### src/rtl/alu_pkg.sv
// Shared types for the sequential ALU execute unit: control codes, FSM states
// and the set-less-than helper used by SLT/SLTU.
package alu_pkg;

    typedef enum logic [3:0] {
        ALU_ADD  = 4'b0000,
        ALU_SUB  = 4'b0001,
        ALU_XOR  = 4'b0010,
        ALU_OR   = 4'b0011,
        ALU_AND  = 4'b0100,
        ALU_SLL  = 4'b0101,
        ALU_SRL  = 4'b0110,
        ALU_SRA  = 4'b0111,
        ALU_SLT  = 4'b1000,
        ALU_SLTU = 4'b1001
    } alu_ctrl_e;

    typedef enum logic [1:0] {
        ST_IDLE  = 2'd0,
        ST_SHIFT = 2'd1,
        ST_DONE  = 2'd2
    } alu_state_e;

    // Width-independent less-than: an unsigned compare, corrected by the sign
    // bits when a signed compare is requested and the signs differ.
    function automatic logic alu_less(input logic a_msb, input logic b_msb,
                                      input logic ult, input logic is_signed);
        if (is_signed && (a_msb != b_msb))
            return a_msb;
        return ult;
    endfunction

    function automatic logic is_shift(input alu_ctrl_e c);
        return (c == ALU_SLL) || (c == ALU_SRL) || (c == ALU_SRA);
    endfunction

endpackage

### src/rtl/alu_shift_step.sv
// Combinational SLL/SRL/SRA of an XLEN word by a variable amount of AMT_W bits;
// used both as the per-cycle shift step and as the barrel shifter.
module alu_shift_step
    import alu_pkg::*;
#(
    parameter int unsigned XLEN  = 32,
    parameter int unsigned AMT_W = 1
) (
    input  logic [XLEN-1:0]  data_i,
    input  logic [AMT_W-1:0] amt_i,
    input  alu_ctrl_e        mode_i,
    output logic [XLEN-1:0]  data_o
);

    always_comb begin
        data_o = data_i;
        case (mode_i)
            ALU_SLL: data_o = data_i << amt_i;
            ALU_SRL: data_o = data_i >> amt_i;
            ALU_SRA: data_o = XLEN'($signed(data_i) >>> amt_i);
            default: data_o = data_i;
        endcase
    end

endmodule

### src/rtl/alu_seq_exec.sv
// Sequential ALU execute unit with valid/ready handshakes; shifts are iterative
// unless ALU_FAST_SHIFT_EN is defined, which selects a single-cycle barrel shifter.
module alu_seq_exec
    import alu_pkg::*;
#(
    parameter int unsigned XLEN       = 32,
    parameter int unsigned SHIFT_STEP = 1
) (
    input  logic            clk,
    input  logic            rst,
    input  logic            in_valid,
    output logic            in_ready,
    input  logic [3:0]      ctrl,
    input  logic [XLEN-1:0] op_a,
    input  logic [XLEN-1:0] op_b,
    output logic            out_valid,
    input  logic            out_ready,
    output logic [XLEN-1:0] result,
    output logic            zero,
    output logic            illegal
);

    localparam int unsigned SHW    = $clog2(XLEN);
    localparam int unsigned STEP_W = $clog2(SHIFT_STEP + 1);

    alu_state_e      state_q, state_d;
    logic [XLEN-1:0] result_q, result_d;
    logic            zero_q, zero_d;
    logic            illegal_q, illegal_d;
    logic [SHW-1:0]  rem_q, rem_d;
    alu_ctrl_e       op_q, op_d;

    alu_ctrl_e       ctrl_e;
    logic [SHW-1:0]  shamt;
    logic [XLEN-1:0] alu_res;
    logic            alu_illegal;
    logic [XLEN-1:0] shift_now;
    logic [SHW:0]    step_full;
    logic [XLEN-1:0] step_out;

    assign ctrl_e = alu_ctrl_e'(ctrl);
    assign shamt  = op_b[SHW-1:0];

`ifdef ALU_FAST_SHIFT_EN
    alu_shift_step #(
        .XLEN  (XLEN),
        .AMT_W (SHW)
    ) u_barrel (
        .data_i (op_a),
        .amt_i  (shamt),
        .mode_i (ctrl_e),
        .data_o (shift_now)
    );
    assign step_full = '0;
    assign step_out  = result_q;
`else
    // In IDLE only the k=0 shift completes directly, so op_a is the answer.
    assign shift_now = op_a;

    always_comb begin
        if ({1'b0, rem_q} < (SHW+1)'(SHIFT_STEP))
            step_full = {1'b0, rem_q};
        else
            step_full = (SHW+1)'(SHIFT_STEP);
    end

    alu_shift_step #(
        .XLEN  (XLEN),
        .AMT_W (STEP_W)
    ) u_step (
        .data_i (result_q),
        .amt_i  (step_full[STEP_W-1:0]),
        .mode_i (op_q),
        .data_o (step_out)
    );
`endif

    always_comb begin
        alu_res     = '0;
        alu_illegal = 1'b0;
        case (ctrl_e)
            ALU_ADD:  alu_res = op_a + op_b;
            ALU_SUB:  alu_res = op_a - op_b;
            ALU_XOR:  alu_res = op_a ^ op_b;
            ALU_OR:   alu_res = op_a | op_b;
            ALU_AND:  alu_res = op_a & op_b;
            ALU_SLL,
            ALU_SRL,
            ALU_SRA:  alu_res = shift_now;
            ALU_SLT:  alu_res = {{(XLEN-1){1'b0}},
                                 alu_less(op_a[XLEN-1], op_b[XLEN-1], op_a < op_b, 1'b1)};
            ALU_SLTU: alu_res = {{(XLEN-1){1'b0}},
                                 alu_less(op_a[XLEN-1], op_b[XLEN-1], op_a < op_b, 1'b0)};
            default: begin
                alu_res     = '0;
                alu_illegal = 1'b1;
            end
        endcase
    end

    always_comb begin
        state_d   = state_q;
        result_d  = result_q;
        zero_d    = zero_q;
        illegal_d = illegal_q;
        rem_d     = rem_q;
        op_d      = op_q;
        case (state_q)
            ST_IDLE: begin
                if (in_valid) begin
`ifdef ALU_FAST_SHIFT_EN
                    result_d  = alu_res;
                    zero_d    = (alu_res == '0);
                    illegal_d = alu_illegal;
                    state_d   = ST_DONE;
`else
                    if (is_shift(ctrl_e) && (shamt != '0)) begin
                        result_d  = op_a;
                        rem_d     = shamt;
                        op_d      = ctrl_e;
                        illegal_d = 1'b0;
                        state_d   = ST_SHIFT;
                    end else begin
                        result_d  = alu_res;
                        zero_d    = (alu_res == '0);
                        illegal_d = alu_illegal;
                        state_d   = ST_DONE;
                    end
`endif
                end
            end
            ST_SHIFT: begin
                result_d = step_out;
                rem_d    = rem_q - step_full[SHW-1:0];
                if (rem_d == '0) begin
                    zero_d  = (step_out == '0);
                    state_d = ST_DONE;
                end
            end
            ST_DONE: begin
                if (out_ready)
                    state_d = ST_IDLE;
            end
            default: state_d = ST_IDLE;
        endcase
    end

    always_ff @(posedge clk) begin
        if (rst) begin
            state_q   <= ST_IDLE;
            result_q  <= '0;
            zero_q    <= 1'b0;
            illegal_q <= 1'b0;
            rem_q     <= '0;
            op_q      <= ALU_ADD;
        end else begin
            state_q   <= state_d;
            result_q  <= result_d;
            zero_q    <= zero_d;
            illegal_q <= illegal_d;
            rem_q     <= rem_d;
            op_q      <= op_d;
        end
    end

    assign in_ready  = (state_q == ST_IDLE);
    assign out_valid = (state_q == ST_DONE);
    assign result    = result_q;
    assign zero      = zero_q;
    assign illegal   = illegal_q;

endmodule

### config.mk
export PLATFORM = sky130hd
export DESIGN_NAME = alu_seq_exec
export DESIGN_NICKNAME = d
export VERILOG_FILES = /design/src/rtl/alu_pkg.sv /design/src/rtl/alu_shift_step.sv /design/src/rtl/alu_seq_exec.sv
export SDC_FILE = /design/constraint.sdc
export NUM_CORES = 1
export LEC_CHECK = 0
export ABC_CLOCK_PERIOD_IN_PS = 2800
export CORE_MARGIN = 10
export CORE_UTILIZATION = 50
export CTS_BUF_LIST = sky130_fd_sc_hd__clkbuf_4
export DETAILED_ROUTE_END_ITERATION = 7
export DONT_BUFFER_PORTS = 1
export PLACE_DENSITY = 0.68
export SLEW_MARGIN = 10
export SYNTH_ARGS = -nofsm -noshare
export SYNTH_HDL_FRONTEND = slang
export SYNTH_HIERARCHICAL = 1
export SYNTH_SLANG_ARGS = --single-unit
### constraint.sdc
create_clock -name clk -period 2.8 [get_ports clk]
set_clock_uncertainty 0.1 [all_clocks]
set_input_delay 0.28 -clock clk [delete_from_list [all_inputs] [get_ports clk]]
set_output_delay 0.28 -clock clk [all_outputs]
set_load 0.02 [all_outputs]
==> impl_metrics.tcl <==
set metrics [dict create \
    status "finished with violations" \
    violations "setup timing" \
    worst_pin_slew_ps 656.6 \
    ant_nets 0 \
    whs_endpoint "rem_q[4]" \
    path_class "input port to flip-flop" \
    ff2ff_setup_slack_ps -60 \
    slew_headroom_pct 55.82 \
    hpwl_um 29180 \
    r2r-end "zero" \
    fin_ws_ps -258.7 \
    cap_violations 0 \
    final_period_minus_worst_setup_slack_ps 3059 \
    slew_violations 0 \
    synth_flop_cell "dfxtp_1" \
    setup_viol 9 \
    fill_cells 1587 \
    path_clk_slew_ps 150 \
    grt_pass1_wl_um 58490 \
    critPathRequiredTime_ps 3010 \
    yosysWarnings 6 \
    layout-drive-gt1-share_pct 30.39 \
    gp_congestion 0.9675 \
    crit_chain "clkinvlp_4 -> ha_4 -> a211o_4 -> a211oi_4 -> buf_4 -> o41ai_4 -> a21oi_2 -> o21ai_2 -> a221o_1 -> a21oi_2 -> buf_4 -> nand4_1 -> a211oi_1 -> nand4_1 -> o22ai_1" \
    holdWs_ps 56.32 \
    finalCritPeriodShare_pct 109.2 \
    async_flop_share_pct 0 \
    finalPower_mw 3.630 \
    cts_tree "built" \
    r2r_start "rem_q[1]" \
    place_ws_ps -671.5 \
    cts_buffers 5 \
    ys_types 111 \
    drc_errors 0 \
    synth_area_leaders "ha_1, dfxtp_1, nor2_1" \
    final_cell_mix "buf_4, nor2_1, a21oi_1" \
    nets 1740 \
    final_hold_viol_count 0 \
    start_util_pct 51.16 \
    start_kind "input port" \
    max_stage_delay_ps 360 \
    min_path_cells 2 \
    worst_ep_arrival_time_ps 3260 \
    rsz0062_at_grt "yes" \
    vias 11430 \
    peakVddDrop_mv 0.3603 \
    synth_cells 1320 \
    die_w_um 155.8 \
    netlist.area_leader.share_pct 15.47 \
    layout.cells.non_filler 1783 \
    path_buf_inv 3 \
    overflow 0 \
    final_common_cell "buf_4" \
    max_freq_mhz 326.9 \
    power.leakage_nw 5.299 \
    areaGrowthSynthToFinish_pct 33.91 \
    ff2ff_path_depth 13 \
    ys_ff_latch 45 \
    yosys.area.top_type "ha_1" \
    powerDensity_mw_per_mm2 294.0 \
    cts_buffer_depth 2 \
    vias_per_cell 6.409 \
    coreArea_mm2 0.01802 \
    wirelength_um 37890 \
    placementRows 49 \
    critical_path.max_fanout 4 \
    cts.sinks 45 \
    cp_slowest_cell "a211o_4" \
    clockRootBuffer "clkbuf_4" \
    insertion_delay_ps 390 \
    synth_nets 1508 \
    hp-start "op_b[4]" \
    path_delay_family "compound AO/OA/AOI/OAI gates" \
    grtUsageTotal_pct 29.15 \
    pin_count 108 \
    first_global_vias 10880 \
    synth-seq-area-share_pct 9.769 \
    drt-initial-drc-count 1060 \
    wl_per_cell_um 21.25 \
    min_path_type "input port to flip-flop" \
    dieArea_mm2 0.02428 \
    synth_area_mm2 0.009221 \
    grt_antenna_before_repair 2 \
    grt_max_degree 50 \
    synth-edff-count 0 \
    port_buffers 0 \
    drtPass1Iterations 5 \
    htree_levels 2 \
    die_y_um 155.8 \
    syn_area_per_cell_um2 6.986 \
    dp.cells 1750 \
    critPathCaptureType "flip-flop" \
]
layer usage:
metal	track usage (%)	routed length, um	up-vias
li1	-	-	5404
met3	4.549	3458	132
met2	49.12	17640	593
met4	11.36	1659	0
met5	0	0	-
met1	36.30	15130	5299
flip-flops by register name (all words and copies together), names as in the netlist:
signal and cells:
result 32, op_q 4, state_q 2, zero 1, illegal 1, rem_q 5
worst max path at each step:
stage	endpoint	from	slack, ps	cells past startpoint
after CTS	zero	op_b[4]	-120	16
after global placement	zero	op_a[17]	-680	15
after floorplan	zero	op_a[1]	-80	13
after global routing	zero	op_a[1]	-400	15
final	zero	op_a[1]	-260	15
after detailed placement	zero	op_a[14]	-670	14
where the power goes:
group	total [mW]	internal (mW)	switching (mW)
clock network	0.424	0.196	0.228
logic	2.37	1.11	1.26
registers	0.838	0.693	0.144
cells in the mapped netlist, types with 24 or more instances:
master	number
o32ai_1	32
inv_1	93
nand2_1	96
ha_1	114
dfxtp_1	45
buf_2	32
a21oi_1	115
nor2_1	170
clkbuf_1	39
o22ai_1	40
o21ai_0	55
nor3_1	38
a211oi_1	24
worst register-to-register path: stages (launching register included):
cell and delay (ps):
dfxtp_2 360, nor2_2 120, a21o_1 160, ha_1 170, nand3_1 90, a21oi_2 220
o211ai_4 130, a2111oi_4 300, nand4_1 180, nor4_2 310, nand4_1 190, nor4_2 190
nand4_1 120, o22ai_1 160
through the flow:
stage	util, %	instance area, um^2	setup TNS (ps)
global route	68.51	12350	-1849
floorplan	-	9397	-110.4
finish	68.51	12350	-935.1
global placement	63.97	11530	-8023
CTS	65.74	11850	-120.5
detailed placement	63.97	11530	-8201
kinds of logic (layout without fill, tap and decap cells):
family	Yosys count	after routing	share of synthesized area [%]
other cells	0	1	0
fa+ha+maj	116	116	15.90
compound gates	492	492	38.68
buf+inv	188	421	9.240
simple gates	466	466	25.02
xor+xnor	3	3	0.2850
mux	10	10	1.099
flops	45	45	9.769
area by class of cell:
type / count / area, um^2 / share of cell area (%)
inverter: 96 / 369.1 / 2.989
tap: 229 / 286.5 / 2.320
clock inverter: 2 / 33.78 / 0.2736
clock buffer: 6 / 45.04 / 0.3648
antenna: 1 / 2.502 / 0.02027
multi-input combinational: 1087 / 8147 / 65.97
timing repair buffer: 317 / 2562 / 20.75
sequential: 45 / 902.1 / 7.306
repair_timing:
item,CTS,global route
hold endpoints to repair,45,0
pin swaps,16,56
buffers inserted,5,12
hold buffers,8,0
resized for setup,21,79
endpoints found under the setup margin,7,19
Note: power is estimated with default switching activity, not from simulation.
